<file path="src/rtl/gpio_input_conditioner.sv">
// Per-bit GPIO input conditioning: synchroniser, debounce, edge detect and sticky
// interrupt status with a single OR-reduced irq line.
module gpio_input_conditioner #(
  parameter int WIDTH           = 8,
  parameter int SYNC_STAGES     = 2,
  parameter int DEBOUNCE_CYCLES = 4
) (
  input  logic             i_clk,
  input  logic             i_rst_n,
  input  logic [WIDTH-1:0] i_gpio_data_in,
  input  logic [WIDTH-1:0] i_gpio_oen,
  input  logic [WIDTH-1:0] i_rise_en,
  input  logic [WIDTH-1:0] i_fall_en,
  input  logic [WIDTH-1:0] i_irq_clear,
  output logic [WIDTH-1:0] o_data_clean,
  output logic [WIDTH-1:0] o_irq_status,
  output logic             o_irq
);

  localparam int CW = $clog2(DEBOUNCE_CYCLES + 1);
  localparam logic [CW-1:0] CNT_LAST = CW'(DEBOUNCE_CYCLES - 1);

  logic [WIDTH-1:0] r_sync [SYNC_STAGES];
  logic [CW-1:0]    r_cnt  [WIDTH];
  logic [WIDTH-1:0] r_clean;
  logic [WIDTH-1:0] r_clean_d;
  logic [WIDTH-1:0] r_status;

  logic [WIDTH-1:0] w_sync_q;
  logic [WIDTH-1:0] w_rise;
  logic [WIDTH-1:0] w_fall;
  logic [WIDTH-1:0] w_set;

  always_ff @(posedge i_clk or negedge i_rst_n) begin
    if (!i_rst_n) begin
      for (int s = 0; s < SYNC_STAGES; s++) r_sync[s] <= '0;
    end else begin
      r_sync[0] <= i_gpio_data_in;
      for (int s = 1; s < SYNC_STAGES; s++) r_sync[s] <= r_sync[s-1];
    end
  end

  assign w_sync_q = r_sync[SYNC_STAGES-1];

  // A sample equal to the current clean level restarts qualification, so only
  // DEBOUNCE_CYCLES consecutive differing samples move the clean level.
  always_ff @(posedge i_clk or negedge i_rst_n) begin
    if (!i_rst_n) begin
      r_clean <= '0;
      for (int b = 0; b < WIDTH; b++) r_cnt[b] <= '0;
    end else begin
      for (int b = 0; b < WIDTH; b++) begin
        if (w_sync_q[b] == r_clean[b]) begin
          r_cnt[b] <= '0;
        end else if (r_cnt[b] == CNT_LAST) begin
          r_clean[b] <= w_sync_q[b];
          r_cnt[b]   <= '0;
        end else begin
          r_cnt[b] <= r_cnt[b] + CW'(1);
        end
      end
    end
  end

  // r_clean_d resets to the same value as r_clean, so leaving reset never looks like an edge.
  always_ff @(posedge i_clk or negedge i_rst_n) begin
    if (!i_rst_n) r_clean_d <= '0;
    else          r_clean_d <= r_clean;
  end

  assign w_rise = r_clean & ~r_clean_d;
  assign w_fall = ~r_clean & r_clean_d;
  assign w_set  = ((w_rise & i_rise_en) | (w_fall & i_fall_en)) & ~i_gpio_oen;

  // Set has priority over clear so an edge coinciding with a clear is never lost.
  always_ff @(posedge i_clk or negedge i_rst_n) begin
    if (!i_rst_n) r_status <= '0;
    else          r_status <= w_set | (r_status & ~i_irq_clear);
  end

  assign o_data_clean = r_clean;
  assign o_irq_status = r_status;
  assign o_irq        = |r_status;

endmodule
</file>
<file path="config.mk">
export PLATFORM = sky130hd
export DESIGN_NAME = gpio_input_conditioner
export DESIGN_NICKNAME = d
export VERILOG_FILES = /design/src/rtl/gpio_input_conditioner.sv
export SDC_FILE = /design/constraint.sdc
export NUM_CORES = 1
export LEC_CHECK = 0
export CAP_MARGIN = 25
export CORE_MARGIN = 2
export CORE_UTILIZATION = 40
export DETAILED_ROUTE_END_ITERATION = 7
export GPL_ROUTABILITY_DRIVEN = 0
export HOLD_SLACK_MARGIN = 0.1
export PLACE_DENSITY = 0.65
export SYNTH_ARGS = -nofsm -noshare
export SYNTH_HDL_FRONTEND = slang
export SYNTH_SLANG_ARGS = --single-unit
</file>
<file path="constraint.sdc">
create_clock -name i_clk -period 1.3 [get_ports i_clk]
set_clock_uncertainty 0.15 [all_clocks]
set_input_delay 0.26 -clock i_clk [delete_from_list [all_inputs] [get_ports i_clk]]
set_output_delay 0.26 -clock i_clk [all_outputs]
set_load 0.02 [all_outputs]
</file>
Yosys cells after proc, flatten, opt, wreduce, memory -nomap -nowiden

Index checks and enable logic that the tools add are counted.

Reduce and logical (&&, ||, !) cells: 9
Add/sub/neg operators: 8
Bitwise logic cells: 20
Mux-type cells: 16
Equality and inequality tests: 16

Operator list:

| operator            | number |
|---|---|
| $and 8x8->8         | 6 |
| $mux 3              | 16 |
| $not 8->8           | 4 |
| $add 3x1->3 const B | 8 |
| $eq 3x2->1 const B  | 8 |
| $or 8x8->8          | 2 |
| $reduce_and 2->1    | 8 |
| $eq 1x1->1          | 8 |
| $not 1->1           | 8 |
| $reduce_or 8->1     | 1 |

Input bits: 42
Word-level logic and storage cells: 89
Register bits: 64
Output and inout port bits: 17

Longest topological paths before layout

Gate-level depths: netlist of the first run.

Depth after elaboration: 6
Depth in mapped cells: 3
Depth with buffers taken out: 3

Worst setup path before layout of the first run

Ideal clock, no wire load.

Path type: register -> output
Start: register r_status[7] (netlist: o_irq_status[7])
End: output port o_irq
Arrival time: 0.901 ns
Stages on the path, launching flop included: 3
Path buffers: 0
Data required time: 0.890 ns
Setup slack: -0.011 ns
Cells stage by stage: dfrtp_1 -> nor4_1 -> nand2_1

Cells in the longest elaborated chain, start to end: 1

RTL lines:

| item                   | RTL line | source |
|---|---|---|
| start, declared        | 27       | `logic [WIDTH-1:0] r_status;` |
| start signal, assigned | 78       | `else r_status <= w_set \| (r_status & ~i_irq_clear);` |
| $reduce_or 8->1        | 83       | `assign o_irq = \|r_status;` |
| end, declared          | 17       | `output logic o_irq` |

No other way between the ends.

Worst setup path after layout of the first run

Start: register r_status[2] (netlist: o_irq_status[2])
End: output port o_irq

The elaborated chain is that of the path after synthesis.

==> reports/metrics.yaml, run 1 <==
setup_path:
  reg2reg_slack_ns: 0.01
  cp_data_required_time_ns: 0.89
  critPathMaxFanout: 2
  worst_r2r_endpoint: "o_data_clean[6]"
  worst_r2r_path_depth: 3
  timing.critical_path.to_type: "primary output"
  path_class: "flip-flop to primary output"
  critPathLaunchType: "flip-flop"
  worst_ep_arrival_time_ns: 1.27
  cp_slowest_cell: "sky130_fd_sc_hd__dfrtp_2"
  r2r-start: "r_cnt[3]"
  crit_path_cell_trace: "nor4_4 > nand2_1 > buf_6"
  critPathMaxStageDelay_ns: 0.43
  crit_start: "o_irq_status[2]"
clock_network:
  cts.root.buffer_cell: "sky130_fd_sc_hd__clkbuf_8"
  clock-sinks: 64
  clock_insertion_delay_worst_skew_ns: 0.34
  clk_pin_slew_worst_paths_ns: 0.07
  cts_max_level: 3
  clock_path_buffers: 2
  cts_tree: "yes"
  number_of_buffers_inserted_during_clock_tree_synthesis: 9
power_and_ir_drop:
  power_frac_seq_pct: 36.1
  power.static_leakage_uw: 0.00187
  comb_power_share_pct: 43.4
  power_switching_uw: 2480
  ir_drop_uv: 1070
  internal_power_uw: 5750
  p_clk_share_pct: 20.5
  finalPower_uw: 8230
  power.density_mw_per_mm2: 2080
  switching_share_pct: 30.1
synthesis:
  synth.yosys.seq_area_share_pct: 63.1
  synth.top_cell.area_share_pct: 63.1
  number_of_warning_messages_in_the_yosys_log: 0
  async_flop_share_pct: 100
  synth-edff-count: 0
  synth.ff_latch_count: 64
  postSynthNetCount: 205
  synth_area_leader_cell: "sky130_fd_sc_hd__dfrtp_1"
  synth_top_cells_by_count: "sky130_fd_sc_hd__dfrtp_1, sky130_fd_sc_hd__nor4bb_1, sky130_fd_sc_hd__nor3b_2"
  post_synth_main_area_contributors: "sky130_fd_sc_hd__dfrtp_1, sky130_fd_sc_hd__nor4bb_1, sky130_fd_sc_hd__nor3b_2, sky130_fd_sc_hd__nor2b_4, sky130_fd_sc_hd__ha_1"
  postSynthCellCount: 155
  post_synth_num_cell_types: 17
  ys_dominant_reg_cell: "sky130_fd_sc_hd__dfrtp_1"
  synthMostInstantiatedCell: "sky130_fd_sc_hd__dfrtp_1"
  post_synth_instance_area_mm2: 0.00254
  postSynthAreaPerCell_um2: 16.4
timing:
  final-max-slew-violation-count: 0
  worst-slew-pin-transition_ns: 0.381
  max_slew_margin_pct: 74.4
  period_share_pct: 129
  worst_path_setup_slack_after_routing_ns: -0.382
  final_setup_violating_endpoints: 9
  fin_crit_ns: 1.68
  achievable-frequency_mhz: 595
  finalHoldViolCount: 0
  grt_setup_unrepaired: "true"
global_route:
  overflow: 0
  grt_first_pass_wirelength_um: 7770
  grt_pass1_vias: 1686
  grt_max_degree: 41
  grt_antenna_before_repair: 0
  global_route.usage.total_pct: 14.5
place:
  placement.setup.worst_slack_ns: -0.436
  numPortBuffers: 58
  hpwlAfterDp_um: 3200
run:
  number_of_maximum_capacitance_violations: 0
floorplan:
  die_span_in_y_um: 83.7
  io-pin-count: 59
  std_cell_rows: 29
  die_width_um: 83.7
  die_area_mm2: 0.00700
  initial_utilization_pct: 40.7
  core_region_area_mm2: 0.00624
min_path:
  class_of_the_worst_hold_path: "primary input to async pin"
status:
  failed_checks: "setup timing"
  outcome: "finished with violations"
drt:
  route.final.wire_length_um: 4700
  viasPerCell: 4.63
  route.detailed.wl_per_inst_um: 13.2
  firstDrtPassIters: 4
  drt_drc_violations_left: 0
  route.vias.total: 1654
  drt_iter0_drc: 86
  ant_nets: 0
final_layout:
  nFillCells: 488
  layout.core_utilization_pct: 63.3
  net_count_of_the_finished_layout: 325
  areaGrowthSynthToFinish_pct: 55.7
  drive_gt1_share_pct: 48.9
  antenna_cells: 0
==> power by group through the flow <==
stage          Sequential, uW  Combinational, uW  Clock (uW)
4_1_cts                  2920               3230        1740
6_report                 2970               3570        1690
2_1_floorplan            3290               1100           0
5_1_grt                  3040               3860        1850
3_5_place_dp             2880               3040           0
3_3_place_gp             2870               3010           0
==> metrics by stage <==
step / TNS [ns] / hold slack, ns / cells / area, um2
after floorplan: 0 / -0.186 / 155 / 2540
after global placement: -2.51 / -0.0241 / 326 / 3500
after detailed placement: -2.60 / -0.0230 / 326 / 3500
after CTS: -1.31 / 0.138 / 345 / 3780
after global routing: -1.94 / 0.156 / 357 / 3950
final: -1.45 / 0.152 / 357 / 3950
==> worst max-delay path, delay by kind of cell (launching register included) <==
kind	cells	cell delay [ns]
flops	1	0.43
simple gates	2	0.37
buf+inv	1	0.14
==> metal layers <==
| layer | part of all wire [%] | up-vias | global-route usage, % | wire (um) |
|---|---|---|---|---|
| met5 | 0 | - | 0 | 0 |
| met4 | 2.7 | 0 | 9.68 | 129 |
| met3 | 4.8 | 9 | 3.86 | 224 |
| met2 | 49 | 36 | 21.7 | 2280 |
| met1 | 44 | 809 | 18.4 | 2060 |
| li1 | - | 800 | - | - |
==> what timing repair did <==
| action | CTS | global route |
|---|---|---|
| pin swaps | 2 | 9 |
| setup buffers | 2 | 16 |
| endpoints found under the hold margin | 64 | 0 |
| gates resized for setup | 112 | 22 |
| hold buffers | 1 | 0 |
| setup endpoints to repair | 22 | 27 |
==> cells in the final DEF (no fill, tap or decap), types with 8 or more instances in the layout <==
master / count
sky130_fd_sc_hd__a211o_1: 8
sky130_fd_sc_hd__nor4bb_1: 13
sky130_fd_sc_hd__buf_6: 24
sky130_fd_sc_hd__clkdlybuf4s50_1: 40
sky130_fd_sc_hd__clkbuf_8: 11
sky130_fd_sc_hd__nor3b_2: 12
sky130_fd_sc_hd__buf_4: 42
sky130_fd_sc_hd__ha_2: 8
sky130_fd_sc_hd__inv_1: 8
sky130_fd_sc_hd__dfrtp_1: 62
sky130_fd_sc_hd__nor2b_4: 8
==> area by class of cell <==
class,count,area [um2],share of cell area (%)
Tap cell,77,96.3,2.44
Clock buffer,13,159,4.02
Timing Repair Buffer,109,1020,25.8
Sequential cell,64,1600,40.6
Clock inverter,3,40.0,1.01
Multi-Input combinational cell,83,1000,25.4
Inverter,8,30.0,0.760
==> flip-flops by register name, summed over array words and instances, names as in the netlist <==
name          count
r_cnt            24
o_data_clean      8
o_irq_status      8
r_clean_d         8
r_sync            8
w_sync_q          8
==> worst max-delay path by stage <==
| stage | to | slack (ns) | cells past startpoint |
|---|---|---|---|
| after CTS | o_irq | -0.38 | 3 |
| after global routing | o_irq | -0.46 | 3 |
| after floorplan | o_irq | 0.001 | 2 |
| after global placement | o_irq | -0.46 | 3 |
| after detailed placement | o_irq | -0.44 | 3 |
| final | o_irq | -0.38 | 3 |
==> kinds of logic (layout without fill, tap and decap cells) <==
logic type,after synthesis,in the layout,synth area share (%)
flops,64,64,63.1
simple gates,51,51,21.2
fa+ha+maj,8,8,3.94
compound gates,8,8,2.76
xor+xnor,8,8,4.24
mux,8,8,3.55
buf+inv,8,133,1.18
No activity file was read; power rests on OpenSTA's default activity.
==> inputs of run 2 (changes only) <==
Settings changed: CORE_MARGIN 2 to unset.
==> reports/metrics.yaml, run 2 (synthesis results as in run 1) <==
final_layout:
  finish.instance_area_mm2: 0.00392  # -0.79%
  multi_input_area_mm2: 0.00102  # +1.9%
  final_cell_mix: "sky130_fd_sc_hd__dfrtp_1, sky130_fd_sc_hd__clkdlybuf4s50_1, sky130_fd_sc_hd__buf_4"
  layout_commonest_cell: "sky130_fd_sc_hd__dfrtp_1"
  top_register: "r_cnt"
  antenna_cells: 0  # unchanged
  drive_gt1_share_pct: 49.1  # +0.17 points
  areaGrowthSynthToFinish_pct: 54.5
  largest_register_ff_count: 24  # unchanged
  stdcell_count: 352  # -1.4%
  nFillCells: 456  # -6.6%
  net_count_of_the_finished_layout: 324  # -0.31%
  layout.core_utilization_pct: 65.1  # +1.7 points
  final-seq-area_mm2: 0.00160  # unchanged
global_route:
  grt_max_degree: 61  # +49%
  grt_antenna_before_repair: 0  # unchanged
  grt_pass1_vias: 1582  # -6.2%
  grt_first_pass_wirelength_um: 7120  # -8.4%
  global_route.usage.total_pct: 14.9  # +0.46 points
  overflow: 0  # unchanged
clock_network:
  clk_pin_slew_worst_paths_ns: 0.07  # about the same
  clock-sinks: 64  # unchanged
  clock_path_buffers: 2  # unchanged
  cts_max_level: 3  # unchanged
  number_of_buffers_inserted_during_clock_tree_synthesis: 9  # unchanged
  cts.root.buffer_cell: "sky130_fd_sc_hd__clkbuf_8"
  cts_tree: "yes"
  clock_insertion_delay_worst_skew_ns: 0.33  # about the same
timing:
  fin_crit_ns: 1.69  # +0.00462 ns
  max_slew_margin_pct: 76.4  # +1.9 points
  worst-slew-pin-transition_ns: 0.352  # -0.0286 ns
  period_share_pct: 130  # +0.36 points
  grt_setup_unrepaired: "true"
  finalHoldViolCount: 0  # unchanged
  worst_path_setup_slack_after_routing_ns: -0.386  # -0.00462 ns
  achievable-frequency_mhz: 593  # -0.27%
  final-max-slew-violation-count: 0  # unchanged
  final_setup_violating_endpoints: 9  # unchanged
drt:
  drt_drc_violations_left: 0  # unchanged
  ant_nets: 0  # unchanged
  drt_iter0_drc: 67  # -22%
  route.vias.total: 1622  # -1.9%
  route.final.wire_length_um: 4590  # -2.3%
  route.detailed.wl_per_inst_um: 13.0  # -0.96%
  firstDrtPassIters: 4  # unchanged
  viasPerCell: 4.61  # -0.54%
setup_path:
  critPathLaunchType: "flip-flop"
  timing.critical_path.to_type: "primary output"
  cp_data_required_time_ns: 0.89  # about the same
  worst_ep_arrival_time_ns: 1.28  # about the same
  path_class: "flip-flop to primary output"
  critPathMaxFanout: 2  # unchanged
floorplan:
  die_area_mm2: 0.00667  # -4.7%
  initial_utilization_pct: 42.1  # +1.5 points
  core_region_area_mm2: 0.00603  # -3.4%
  die_width_um: 81.7  # -2.4%
  io-pin-count: 59  # unchanged
  std_cell_rows: 28  # -3.4%
  die_span_in_y_um: 81.7  # -2.4%
status:
  outcome: "finished with violations"
  failed_checks: "setup timing"
run:
  number_of_maximum_capacitance_violations: 0  # unchanged
place:
  number_of_cells_after_detailed_placement: 326  # unchanged
  post_dp_cell_area_mm2: 0.00351  # +0.36%
  placement.setup.worst_slack_ns: -0.415  # +0.0203 ns
  hpwlAfterDp_um: 3040  # -4.8%
  numPortBuffers: 58  # unchanged
min_path:
  class_of_the_worst_hold_path: "primary input to async pin"
power_and_ir_drop:
  finalPower_uw: 7950  # -3.4%
  ir_drop_uv: 1230  # +15%
  power.static_leakage_uw: 0.00187  # -0.23%
  power.density_mw_per_mm2: 2030  # -2.6%
## run 2: cell types whose count changed in the layout (fill, tap and decap cells not counted), sizes merged
cell    change
clkinv      -1
buf         -1
bufinv      -1
## run 2: power breakdown
part	switching [uW]	total, uW	internal (uW)
Combinational	1380	3550	2170
Clock	682	1460	774
Sequential	369	2950	2580
Total	2430	7950	5520
## run 2: final cells by class
class	instances	share of cell area, %
clock inverters	1	0.128
repair buffers	108	25.7
flip-flops and latches	64	40.9
inverters	8	0.766
clock buffers	13	4.05
well taps	75	2.39
multi-input cells	83	26.0
## run 2: repair_timing
item	in CTS	in global routing
pin swaps	2	7
hold buffers	1	0
setup buffers	3	11
hold endpoints to repair	64	0
gates resized for setup	101	32
setup endpoints to repair	22	27
cloned	0	0
## run 2: metrics by stage
| stage | setup TNS, ns | hold WS (ns) |
|---|---|---|
| CTS | -1.21 | 0.120 |
| finish | -1.15 | 0.133 |
| detailed placement | -2.65 | -0.0594 |
| floorplan | 0 | -0.186 |
| global route | -1.59 | 0.126 |
| global placement | -2.61 | -0.0597 |
## run 2: worst max-delay path: stages, from the launching register on
cell	delay, ns
sky130_fd_sc_hd__dfrtp_2	0.43
sky130_fd_sc_hd__nor4_4	0.27
sky130_fd_sc_hd__nand2_1	0.10
sky130_fd_sc_hd__buf_6	0.14
## run 2: layer usage
layer  part of all wire, %  global-route usage [%]  routed length (um)  vias up
li1                      -                       -                   -      792
met1                    43                    19.3                1970      786
met5                     0                       0                   0        -
met3                   4.5                    4.00                 205        9
met4                   2.1                    9.47                  95        0
met2                    50                    22.3                2310       35
## run 2: worst paths after layout
check,from,endpoint,slack [ns],cells past startpoint
max in group asynchronous,i_rst_n,o_irq_status[2],0.34,3
worst max-delay path,o_irq_status[7],o_irq,-0.39,3
worst min register to register,r_sync[14],w_sync_q[6],0.19,0
worst max register to register,r_cnt[0],o_data_clean[7],0.01,3
worst min-delay path,i_rst_n,r_sync[12],0.13,2
min in group i_clk,r_sync[14],w_sync_q[6],0.19,0
